--- config.mk ---
export PLATFORM = sky130hd
export DESIGN_NAME = write_scan_gen
export DESIGN_NICKNAME = d
export VERILOG_FILES = /design/src/rtl/write_scan_gen.sv
export SDC_FILE = /design/constraint.sdc
export NUM_CORES = 1
export LEC_CHECK = 0
export ABC_AREA = 1
export CORE_UTILIZATION = 51
export CTS_CLUSTER_SIZE = 14
export DETAILED_ROUTE_END_ITERATION = 10
export PLACE_DENSITY = 0.94
export SETUP_SLACK_MARGIN = 0.2
export SYNTH_ARGS = -nofsm -noshare
export SYNTH_HDL_FRONTEND = slang
export SYNTH_SLANG_ARGS = --single-unit
--- constraint.sdc ---
create_clock -name VGA_CLK -period 3.95 [get_ports VGA_CLK]
set_input_delay 0.395 -clock VGA_CLK [delete_from_list [all_inputs] [get_ports VGA_CLK]]
set_output_delay 0.395 -clock VGA_CLK [all_outputs]
set_load 0.02 [all_outputs]
--- src/rtl/write_scan_gen.sv ---
// Row-major pixel-write address generator with valid/ready handshake, single-shot and continuous modes.
// Define WRITE_SCAN_ADDR_EN to build the linear WriteAddr counter; otherwise WriteAddr is tied to 0.
module write_scan_gen #(
    parameter int unsigned H_ACTIVE = 640,
    parameter int unsigned V_ACTIVE = 480,
    parameter int unsigned XW       = 10,
    parameter int unsigned YW       = 10,
    parameter int unsigned AW       = 19,
    parameter int unsigned FCW      = 8
) (
    input  logic           VGA_CLK,
    input  logic           Reset,
    input  logic           start,
    input  logic           continuous,
    input  logic           ready,
    output logic           valid,
    output logic [XW-1:0]  WriteX,
    output logic [YW-1:0]  WriteY,
    output logic [AW-1:0]  WriteAddr,
    output logic           last,
    output logic           busy,
    output logic           done,
    output logic [FCW-1:0] frame_count
);

    typedef enum logic [1:0] {
        IDLE = 2'd0,
        SCAN = 2'd1,
        DONE = 2'd2
    } state_t;

    localparam logic [XW-1:0] XMAX = XW'(H_ACTIVE - 1);
    localparam logic [YW-1:0] YMAX = YW'(V_ACTIVE - 1);

    state_t state;

    assign last = (state == SCAN) && (WriteX == XMAX) && (WriteY == YMAX);

    always_ff @(posedge VGA_CLK) begin
        if (Reset) begin
            state       <= IDLE;
            valid       <= 1'b0;
            busy        <= 1'b0;
            done        <= 1'b0;
            WriteX      <= '0;
            WriteY      <= '0;
            frame_count <= '0;
        end else begin
            done <= 1'b0;
            unique case (state)
                IDLE: begin
                    if (start) begin
                        state  <= SCAN;
                        valid  <= 1'b1;
                        busy   <= 1'b1;
                        WriteX <= '0;
                        WriteY <= '0;
                    end
                end
                SCAN: begin
                    if (ready) begin
                        if (WriteX == XMAX) begin
                            WriteX <= '0;
                            if (WriteY == YMAX) begin
                                WriteY      <= '0;
                                frame_count <= frame_count + FCW'(1);
                                // continuous stays in SCAN with valid high: no bubble at the frame seam
                                if (!continuous) begin
                                    state <= DONE;
                                    valid <= 1'b0;
                                    done  <= 1'b1;
                                end
                            end else begin
                                WriteY <= WriteY + YW'(1);
                            end
                        end else begin
                            WriteX <= WriteX + XW'(1);
                        end
                    end
                end
                DONE: begin
                    state <= IDLE;
                    busy  <= 1'b0;
                end
                default: begin
                    state <= IDLE;
                    valid <= 1'b0;
                    busy  <= 1'b0;
                end
            endcase
        end
    end

`ifdef WRITE_SCAN_ADDR_EN
    // Incremental address tracks Y*H_ACTIVE+X without a multiplier
    always_ff @(posedge VGA_CLK) begin
        if (Reset) begin
            WriteAddr <= '0;
        end else if (state == IDLE && start) begin
            WriteAddr <= '0;
        end else if (state == SCAN && ready) begin
            if (last) WriteAddr <= '0;
            else      WriteAddr <= WriteAddr + AW'(1);
        end
    end
`else
    assign WriteAddr = '0;
`endif

endmodule
==> metrics.md, run 1 <==
| Metric | Value |
|---|---|
| Fraction of layout cells with a size suffix above 1 | `8.491%` |
| Core area | `3661 µm²` |
| Synthesized cell area | `1946 µm²` |
| # H-tree levels | `2` |
| Worst hold endpoint | `WriteY[1]$_SDFFE_PP0P_` |
| Cells on Worst Hold Path | `2` |
| Kind of critical path | `flip-flop to output port` |
| Maximum clock rate | `371.8 MHz` |
| Critical Path RT | `~3.6 ns` |
| Hold Startpoint | `WriteY[1]$_SDFFE_PP0P_` |
| Final RePlAce weighted congestion | `0.8225` |
| Total track usage | `between 20% and 30%` |
| WHS | `between 0.4 and 0.5 ns` |
| Post-synthesis mux area share | `0%` |
| Area growth syn-to-layout | `20.84%` |
| Clk slew on worst S/H paths | `0.06 ns` |
| Setup Buffers After CTS | `0` |
| DRT antenna net count | `0` |
| FILL cells | `304` |
| FF-to-FF path depth | `10` |
| DR pass1 iterations | `5` |
| Share of the synthesized area in the top cell type | `33.95%` |
| CTS tree | `yes` |
| First-pass GRT wire length | `6831 µm` |
| Pins Over Slew Limit | `0` |
| ANT cells | `0` |
| CP Launch Type | `flip-flop` |
| Critical Path End Type | `output port` |
| # setup viols final | `0` |
| Vias | `1,818` |
| Port buffer count | `36` |
| Top post-synthesis cells by count | `63 x nand2_1, 36 x nor2_1, 33 x dfxtp_1, 30 x inv_1, 26 x nand3_1` |
| Async SR Flop Fraction | `0%` |
| Root buffer cell | `clkbuf_8` |
| HP Class | `flip-flop to flip-flop` |
| Synth cell types | `34` |
| Post-Synth XOR/XNOR Area | `under 10%` |
| Outcome | `finished clean` |
| Register area | `660.6 µm²` |
| Fin nets | `326` |
| Final Hold Viols | `0` |
| Chip width | `63.77 µm` |
| Final WL | `roughly 4000 µm` |
| Leakage | `0.9871 nW` |
| Clock sinks | `33` |
| Remaining Overflow, GRT | `0` |
| RR Startpoint | `WriteX[0]$_SDFFE_PP0P_` |
| Row cnt | `22` |
| Die span in y | `63.77 µm` |
| Post-synthesis register bit count | `33` |
| Post-synth top flop | `dfxtp_1` |
| Max-cap viol count | `0` |
| Initial Util | `53.14%` |
| DP HPWL | `2934 µm` |
| Pin count of the biggest net entering global routing | `13` |
| Largest family of logic cells by synthesized area | `simple AND/OR/NAND/NOR gates` |
| Syn Inst Count | `279` |
| Routed WL per cell | `10.90 µm` |
| Initial antenna violation count | `0` |
| Worst Skew | `0.003820 ns` |
| Post-Synth Adder-Cell Area | `~1.9%` |
| Multi-input gate area | `1052 µm²` |
| CTS Hold Bufs | `0` |
| Data arrival, critical path | `roughly 2.3 ns` |
| Post-synthesis sequential area ratio | `33.95%` |
| Post-synthesis simple-gate area fraction | `38.01%` |
| Post-route DRC | `0` |
| Reg2Reg Capture Point | `WriteY[2]$_SDFFE_PP0P_` |
| Warnings from Yosys | `0` |
| Count leader, synth | `nand2_1` |
| IR drop worst, VDD | `0.0002124 V` |
| Period utilisation layout | `between 60 and 70%` |
| Num CTS Buffers | `5` |
| RSZ-0062 raised after global routing | `no` |
| Final Non-Filler Cells | `366` |
| Vias/cell | `just under 5` |
| Crit path max fanout | `4` |
| Period minus WS final | `2.690 ns` |
| Ports | `56` |
| Post-synth EDFFs | `0` |
| Setup_tns | `0 ns` |
| Placed Instances | `359` |
| Post-synthesis compound-gate area fraction | `about 6.4%` |
| Largest cells by area after synthesis | `dfxtp_1 34%, nand2_1 12%, buf_4 7.3%, nor2_1 6.9%, nand3_1 6.7%` |
| Area leader, netlist | `dfxtp_1` |
| Mean Syn Cell Area | `6.974 µm²` |
| Worst skew pair latency | `0.28 ns` |
| Die ar. | `4066 µm²` |
| Flop2flop setup slack | `2.08 ns` |
| First DRT Iteration DRCs | `75` |
| Pwr Density | `324.7 nW/µm²` |
| Post_cts resized | `0` |
| CTS max path bufs | `2` |
| Vias in the first global route | `1,575` |
## logic make-up after synthesis
| logic type | count (synthesis) |
|---|---|
| AO/OA/AOI/OAI | 21 |
| XOR/XNOR | 9 |
| adder cells (fa/ha/maj) | 3 |
| buffers and inverters | 55 |
| flip-flops | 33 |
| other | 1 |
| AND/OR/NAND/NOR | 157 |
## routing by layer
layer	track usage, %	wire length, µm
met2	35.11	1916
met5	0	0
met4	10.80	102
met1	26.00	1784
met3	4.821	186
## critical path, cell delays in order, from the launching register on
cell and delay (ns):
dfxtp_1 0.38, ha_1 0.19, nand3_1 0.15, nor2_2 0.22, nand2_2 0.13, nor3_1 0.27, clkdlybuf4s50_1 0.66
## power breakdown
part	switching [W]	internal [W]	leakage [nW]	total, W
logic	0.000108	0.0000475	0.676	0.000155
clock network	0.000117	0.000138	0.0443	0.000255
registers	0.0000102	0.000343	0.267	0.000354
## final cells by class
| cell class | count | area share [%] |
|---|---|---|
| multi-input combinational | 209 | 44.76 |
| sequential | 33 | 28.10 |
| timing repair buffer | 36 | 15.33 |
| inverter | 33 | 5.588 |
| clock buffer | 7 | 3.672 |
| tap | 48 | 2.555 |
## per-stage QoR
stage	power (W)	cell area, µm²	setup slack, ns	util, %
after CTS	0.0007707	2351	1.257	64.22
final	0.0007635	2351	1.260	64.22
after detailed placement	0.0005159	2265	1.572	61.86
after global placement	0.0005118	2265	1.683	61.86
after floorplan	0.0004958	2013	1.949	-
after global routing	0.0008032	2351	1.052	64.22
## layout by cell type (no fill, tap or decap)
| master | instances |
|---|---|
| nand2_1 | 63 |
| nor2_1 | 36 |
| clkdlybuf4s50_1 | 36 |
| dfxtp_1 | 33 |
| inv_1 | 30 |
| nand3_1 | 26 |
| conb_1 | 19 |
| a21oi_1 | 13 |
| nor3_1 | 9 |
| xor2_1 | 7 |
| clkbuf_8 | 6 |
| nor2_2 | 5 |
| o21ai_0 | 4 |
| nand2_2 | 3 |
| nand2_4 | 3 |
| nand3b_1 | 3 |
| ha_1 | 3 |
| nand4_1 | 2 |
| xnor2_1 | 2 |
| inv_2 | 1 |
| nor2_4 | 1 |
| nand3_4 | 1 |
| inv_6 | 1 |
| inv_4 | 1 |
| a21oi_4 | 1 |
| nor3_2 | 1 |
| nor3b_2 | 1 |
| nor4_1 | 1 |
| nand3_2 | 1 |
| and3_1 | 1 |
| o211ai_1 | 1 |
| o21bai_1 | 1 |
| o21ai_2 | 1 |
| clkbuf_1 | 1 |
## flip-flops by register name (all words and copies together), names as in the netlist
name         cells
done             1
frame_count      8
WriteY          10
valid            1
state            2
WriteX          10
busy             1
## worst max path at each step
| stage | startpoint | to | cells past startpoint |
|---|---|---|---|
| finish | WriteX[0]$_SDFFE_PP0P_ | last | 6 |
| global placement | WriteX[0]$_SDFFE_PP0P_ | last | 6 |
| floorplan | WriteX[0]$_SDFFE_PP0P_ | last | 5 |
| CTS | WriteX[0]$_SDFFE_PP0P_ | last | 6 |
| global route | WriteX[0]$_SDFFE_PP0P_ | last | 6 |
| detailed placement | WriteX[0]$_SDFFE_PP0P_ | last | 6 |
Note: power is estimated with default switching activity, not from simulation.
==> inputs of run 2 (changes only) <==
--- a/config.mk
+++ b/config.mk
@@ -6,10 +6,10 @@
 export NUM_CORES = 1
 export LEC_CHECK = 0
 export ABC_AREA = 1
-export CORE_UTILIZATION = 51
+export CORE_UTILIZATION = 47
 export CTS_CLUSTER_SIZE = 14
 export DETAILED_ROUTE_END_ITERATION = 10
-export PLACE_DENSITY = 0.94
+export PLACE_DENSITY = 0.88
 export SETUP_SLACK_MARGIN = 0.2
 export SYNTH_ARGS = -nofsm -noshare
 export SYNTH_HDL_FRONTEND = slang
==> constraint.sdc (replaced) <==
create_clock -name VGA_CLK -period 2.8 [get_ports VGA_CLK]
set_input_delay 0.28 -clock VGA_CLK [delete_from_list [all_inputs] [get_ports VGA_CLK]]
set_output_delay 0.28 -clock VGA_CLK [all_outputs]
set_load 0.02 [all_outputs]
==> run 2 against run 1 <==
Clock power rose by 58%. Routed wire length is 1.1% lower. Worst hold slack worse by 0.0062 ns. Combinational power grew 43%. Sequential share of layout area fell by 0.24 points. Critical path type unchanged.
==> metrics.md, run 2 (synthesis results as in run 1) <==
| Metric | Value |
|---|---|
| Crit path cell chain | `ha_1 -> nand3_1 -> nor2_2 -> nand2_2 -> nor3_1 -> dlymetal6s2s_1` |
| Pwr Density | `473.1 nW/µm² (+46%)` |
| CTS tree | `yes` |
| # setup viols final | `0 (unchanged)` |
| Core area | `4000 µm² (+9.3%)` |
| Vias in the first global route | `1,598 (+1.5%)` |
| Initial Util | `48.64% (-4.5 points)` |
| Outcome | `finished clean` |
| Final Hold Viols | `0 (unchanged)` |
| Worst Skew | `0.006561 ns (+0.002741 ns)` |
| Num CTS Buffers | `5 (unchanged)` |
| Reg2Reg Capture Point | `frame_count[2]$_SDFFE_PP0P_` |
| Placed Instances | `361 (+0.56%)` |
| DP HPWL | `2978 µm (+1.5%)` |
| Initial antenna violation count | `0 (unchanged)` |
| Commonest non-fill, non-tap cells in the layout | `63 x nand2_1, 36 x nor2_1, 35 x clkdlybuf4s50_1` |
| Flop2flop setup slack | `0.96 ns (-1.12 ns)` |
| Data arrival, critical path | `1.84 ns (-0.45 ns)` |
| RSZ-0062 raised after global routing | `no` |
| Worst skew pair latency | `0.29 ns (about the same)` |
| Post-route DRC | `0 (unchanged)` |
| Total track usage | `20.76% (-0.60 points)` |
| Period utilisation layout | `75.65%` |
| Setup Buffers After CTS | `0 (unchanged)` |
| Critical Path Sink | `last` |
| Clock sinks | `33 (unchanged)` |
| RR Startpoint | `WriteX[0]$_SDFFE_PP0P_` |
| Die ar. | `4401 µm² (+8.2%)` |
| Final Non-Filler Cells | `369 (+0.82%)` |
| Fin nets | `326 (unchanged)` |
| Final RePlAce weighted congestion | `0.7972 (-3.1%)` |
| Area growth syn-to-layout | `21.86%` |
| Critical Path RT | `2.52 ns (-1.04 ns)` |
| Crit path from | `WriteX[0]$_SDFFE_PP0P_` |
| Setup_tns | `0 ns (unchanged)` |
| ANT cells | `0 (unchanged)` |
| First-pass GRT wire length | `6934 µm (+1.5%)` |
| DR pass1 iterations | `4 (-1)` |
| Port buffer count | `36 (unchanged)` |
| IR drop worst, VDD | `0.0002961 V (+39%)` |
| Row cnt | `23 (+4.5%)` |
| Die span in y | `66.34 µm (+4.0%)` |
| FF-to-FF path depth | `8 (-2)` |
| Fraction of layout cells with a size suffix above 1 | `9.091% (+0.60 points)` |
| Routed WL per cell | `10.70 µm (-1.9%)` |
| Top flop regs | `WriteX x10, WriteY x10, frame_count x8` |
| Crit path max fanout | `4 (unchanged)` |
| CTS Hold Bufs | `0 (unchanged)` |
| Maximum clock rate | `472.1 MHz` |
| Period minus WS final | `2.118 ns` |
| # H-tree levels | `2 (unchanged)` |
| Leakage | `1.016 nW (+2.9%)` |
| Max-cap viol count | `0 (unchanged)` |
| Max incr delay on CP | `0.38 ns (-0.28 ns)` |
| Vias | `1,783 (-1.9%)` |
| CTS max path bufs | `2 (unchanged)` |
| FILL cells | `370 (+22%)` |
| Vias/cell | `4.832 (-2.7%)` |
| Critical Path End Type | `output port` |
| Ports | `56 (unchanged)` |
| First DRT Iteration DRCs | `129 (+72%)` |
| HP Class | `flip-flop to flip-flop` |
| Final WL | `3948 µm (-1.1%)` |
| Worst path slowest cell | `dfxtp_1` |
| DRT antenna net count | `0 (unchanged)` |
| Kind of critical path | `flip-flop to output port` |
| CP Launch Type | `flip-flop` |
| Pin count of the biggest net entering global routing | `13 (unchanged)` |
| Most common cell after layout, fill and taps aside | `nand2_1` |
| Root buffer cell | `clkbuf_8` |
| Remaining Overflow, GRT | `0 (unchanged)` |
| Chip width | `66.34 µm (+4.0%)` |
| Clk slew on worst S/H paths | `0.07 ns (about the same)` |
| Pins Over Slew Limit | `0 (unchanged)` |
## run 2: cell count changes in the layout (fill, tap and decap cells not counted)
cell	previous run	this run
dlymetal6s2s_1	0	1
clkbuf_1	1	0
clkinv_2	0	1
clkbuf_8	6	7
clkdlybuf4s50_1	36	35
## run 2: per-stage QoR
stage | hold WS [ns] | total power, W | area [µm²] | utilization [%] | setup WS [ns]
floorplan | 0.4325 | 0.0006994 | 2013 | - | 0.8889
global placement | 0.4670 | 0.0007226 | 2267 | 56.68 | 0.6337
detailed placement | 0.4768 | 0.0007292 | 2267 | 56.68 | 0.6105
CTS | 0.4910 | 0.001131 | 2369 | 59.21 | 0.2853
global route | 0.5293 | 0.001177 | 2371 | 59.27 | 0.5081
finish | 0.4853 | 0.001122 | 2371 | 59.27 | 0.6818
## run 2: worst min-delay path by stage
stage / start / endpoint / slack, ns / depth (start not counted)
detailed placement: WriteY[1]$_SDFFE_PP0P_ / WriteY[1]$_SDFFE_PP0P_ / 0.48 / 2
finish: WriteY[1]$_SDFFE_PP0P_ / WriteY[1]$_SDFFE_PP0P_ / 0.49 / 2
CTS: WriteY[1]$_SDFFE_PP0P_ / WriteY[1]$_SDFFE_PP0P_ / 0.49 / 2
global route: WriteY[1]$_SDFFE_PP0P_ / WriteY[1]$_SDFFE_PP0P_ / 0.53 / 2
global placement: WriteY[1]$_SDFFE_PP0P_ / WriteY[1]$_SDFFE_PP0P_ / 0.47 / 2
floorplan: ready / done$_SDFF_PP0_ / 0.43 / 1
## run 2: area by class of cell
type / instances / area (µm²) / area share [%]
Timing Repair Buffer: 36 / 362.8 / 15.30
Tap cell: 50 / 62.56 / 2.639
Sequential cell: 33 / 660.6 / 27.86
Clock inverter: 1 / 5.005 / 0.2111
Inverter: 33 / 131.4 / 5.541
Multi-Input combinational cell: 209 / 1052 / 44.38
Clock buffer: 7 / 96.34 / 4.063
## run 2: per-layer routing
layer	global-route usage, %	up-vias	part of all wire (%)
met5	0	-	0
met2	33.93	49	48
met1	24.76	808	45
met3	6.207	7	4.9
met4	9.574	0	2.0
li1	-	919	-
## run 2: repair_timing
action	in CTS	in global routing
endpoints found under the hold margin	0	0
setup endpoints to repair	0	1
gates resized for setup	0	1
## run 2: worst max-delay path: cells and delay by family, from the launching register on
| kind | cells | cell delay [ns] |
|---|---|---|
| flip-flops | 1 | 0.38 |
| adder cells (fa/ha/maj) | 1 | 0.20 |
| buffers and inverters | 1 | 0.27 |
| AND/OR/NAND/NOR | 4 | 0.69 |
## run 2: power breakdown
part           leakage [nW]  internal [W]  switching [W]  total (W)
sequential            0.267      0.000484      0.0000145   0.000499
clock                0.0542      0.000222       0.000180   0.000402
combinational         0.695     0.0000670       0.000154   0.000221
total                  1.02      0.000773       0.000348    0.00112
==> inputs of run 3 (changes only) <==
--- a/config.mk
+++ b/config.mk
@@ -6,10 +6,10 @@
 export NUM_CORES = 1
 export LEC_CHECK = 0
 export ABC_AREA = 1
-export CORE_UTILIZATION = 47
+export CORE_UTILIZATION = 43
 export CTS_CLUSTER_SIZE = 14
 export DETAILED_ROUTE_END_ITERATION = 10
-export PLACE_DENSITY = 0.88
+export PLACE_DENSITY = 0.85
 export SETUP_SLACK_MARGIN = 0.2
 export SYNTH_ARGS = -nofsm -noshare
 export SYNTH_HDL_FRONTEND = slang
==> constraint.sdc (replaced) <==
create_clock -name VGA_CLK -period 1.8 [get_ports VGA_CLK]
set_input_delay 0.18 -clock VGA_CLK [delete_from_list [all_inputs] [get_ports VGA_CLK]]
set_output_delay 0.18 -clock VGA_CLK [all_outputs]
set_load 0.02 [all_outputs]
==> run 3 against run 2 <==
Core utilization is 4.8 points higher. Cell count rose by 9.8%. Combinational power rose by 120%. Sequential share of layout area shrank 3.8 points. Routed wire length up 22%. Highest routed layer unchanged. Critical path type unchanged. Register-to-register slack got worse by 0.79 ns.
==> metrics.md, run 3 (synthesis results as in run 1) <==
| Metric | Value |
|---|---|
| Commonest non-fill, non-tap cells in the layout | `55 x nand2_1, 33 x clkdlybuf4s50_1, 32 x nor2_1` |
| CTS tree | `yes` |
| Vias | `2,010 (+13%)` |
| Fin nets | `360 (+10%)` |
| Num CTS Buffers | `5 (unchanged)` |
| Final WL | `4830 µm (+22%)` |
| Core area | `4354 µm² (+8.9%)` |
| Placed cell area | `2479 µm² (+9.3%)` |
| # setup viols final | `0 (unchanged)` |
| Initial antenna violation count | `0 (unchanged)` |
| HP Class | `flip-flop to flip-flop` |
| Routed WL per cell | `11.93 µm (+11%)` |
| Hold Startpoint | `state[1]$_SDFFE_PP0P_` |
| FF-to-FF path depth | `9 (+1)` |
| Die span in y | `69.27 µm (+4.4%)` |
| Post-route DRC | `0 (unchanged)` |
| Outcome | `finished clean` |
| Max-cap viol count | `0 (unchanged)` |
| Chip width | `69.27 µm (+4.4%)` |
| Data arrival, critical path | `1.47 ns (-0.37 ns)` |
| Area growth syn-to-layout | `43.41%` |
| Leakage | `1.251 nW (+23%)` |
| Cells on Worst Hold Path | `1 (-1)` |
| DRT antenna net count | `0 (unchanged)` |
| Most common cell after layout, fill and taps aside | `nand2_1` |
| Worst Skew | `0.009965 ns (+0.003404 ns)` |
| Kind of critical path | `flip-flop to output port` |
| Row cnt | `24 (+4.3%)` |
| Ports | `56 (unchanged)` |
| RR Startpoint | `WriteY[0]$_SDFFE_PP0P_` |
| Final RePlAce weighted congestion | `0.8204 (+2.9%)` |
| Top flop regs | `WriteX x10, WriteY x10, frame_count x8` |
| DR pass1 iterations | `4 (unchanged)` |
| Worst hold endpoint | `busy$_SDFFE_PP0P_` |
| Fraction of layout cells with a size suffix above 1 | `24.36% (+15 points)` |
| Critical Path RT | `1.62 ns (-0.90 ns)` |
| Flop2flop setup slack | `0.17 ns (-0.79 ns)` |
| CP Launch Type | `flip-flop` |
| Period minus WS final | `1.654 ns` |
| Worst skew pair latency | `0.28 ns (about the same)` |
| Final Hold Viols | `0 (unchanged)` |
| Root buffer cell | `clkbuf_8` |
| Crit path max fanout | `2 (-2)` |
| CTS max path bufs | `2 (unchanged)` |
| Period utilisation layout | `91.91%` |
| Remaining Overflow, GRT | `0 (unchanged)` |
| Clock sinks | `33 (unchanged)` |
| Pins Over Slew Limit | `0 (unchanged)` |
| Pwr Density | `645.0 nW/µm² (+36%)` |
| Port buffer count | `36 (unchanged)` |
| Dpl ws | `-0.03605 ns (-0.6465 ns)` |
| ANT cells | `0 (unchanged)` |
| Setup WS post-layout | `0.1456 ns (-0.5362 ns)` |
| Die ar. | `4798 µm² (+9.0%)` |
| Vias/cell | `4.963 (+2.7%)` |
| Maximum clock rate | `around 600 MHz` |
| Pin count of the biggest net entering global routing | `13 (unchanged)` |
| Initial Util | `44.68% (-4.0 points)` |
| RSZ-0062 raised after global routing | `yes` |
| First DRT Iteration DRCs | `82 (-36%)` |
| Critical Path End Type | `output port` |
| # H-tree levels | `2 (unchanged)` |
| DP HPWL | `3275 µm (+10%)` |
| Vias in the first global route | `1,873 (+17%)` |
| First-pass GRT wire length | `7810 µm (+13%)` |
| Finished Cell Area | `2790 µm² (+18%)` |
| IR drop worst, VDD | `0.0005297 V (+79%)` |
| Total track usage | `19.49% (-1.3 points)` |
| Clk slew on worst S/H paths | `0.07 ns (about the same)` |
| Reg2Reg Capture Point | `WriteY[9]$_SDFFE_PP0P_` |
run 3: cell types whose count changed in the layout (fill, tap and decap cells not counted), moves of 3 or more:
| cell | delta |
|---|---|
| buf_4 | +30 |
| buf_6 | +3 |
| clkbuf_1 | +3 |
| dfxtp_1 | -5 |
| dfxtp_2 | +3 |
| nand2_1 | -8 |
| nand2_2 | +6 |
| nand3_1 | -3 |
| nor2_1 | -4 |
| nor2_4 | +3 |
run 3: worst max-delay path by stage:
stage,depth (start not counted),start,to
2_1_floorplan,6,WriteY[1]$_SDFFE_PP0P_,done$_SDFF_PP0_
3_3_place_gp,6,WriteX[0]$_SDFFE_PP0P_,last
3_5_place_dp,6,WriteX[0]$_SDFFE_PP0P_,last
4_1_cts,6,WriteY[1]$_SDFFE_PP0P_,last
5_1_grt,9,WriteY[0]$_SDFFE_PP0P_,WriteY[9]$_SDFFE_PP0P_
6_report,6,WriteY[0]$_SDFFE_PP0P_,last
run 3: routing by layer:
layer  GRT usage (%)  wire length (µm)
met5               0                 0
met2           36.03              2549
met3           3.634               197
met4           7.483                82
met1           21.89              2000
run 3: metrics by stage:
stage | hold WS, ns | instances | utilization, % | setup TNS (ns) | total power [W]
global route | 0.5081 | 405 | 64.08 | 0 | 0.001879
finish | 0.4850 | 405 | 64.08 | 0 | 0.001800
detailed placement | 0.4879 | 388 | 56.93 | -0.03605 | 0.001172
global placement | 0.4729 | 388 | 56.93 | -0.02929 | 0.001165
floorplan | 0.3325 | 297 | - | 0 | 0.001094
CTS | 0.4978 | 401 | 60.43 | 0 | 0.001742
run 3: repair_timing:
item	CTS	global route
buffers inserted	5	3
gates cloned	0	1
pin swaps	7	12
setup endpoints to repair	13	30
resized for setup	11	29
hold buffers	0	0
run 3: power by group:
part / total [W] / internal, W / switching [W]
clock network: 0.000535 / 0.000275 / 0.000260
logic: 0.000485 / 0.000198 / 0.000288
registers: 0.000779 / 0.000758 / 0.0000219
run 3: worst max-delay path: stages, from the launching register on:
cell,delay (ns)
dfxtp_2,0.35
ha_4,0.16
nand3_4,0.09
nor2_4,0.10
nand4_1,0.15
nor3_4,0.19
buf_6,0.15
run 3: final cells by class:
| cell class | count | area, µm² |
|---|---|---|
| fillers | 345 | 1564 |
| repair buffers | 70 | 659.4 |
| well taps | 52 | 65.06 |
| clock buffers | 8 | 80.08 |
| multi-input cells | 209 | 1182 |
| inverters | 33 | 131.4 |
| flip-flops and latches | 33 | 671.9 |
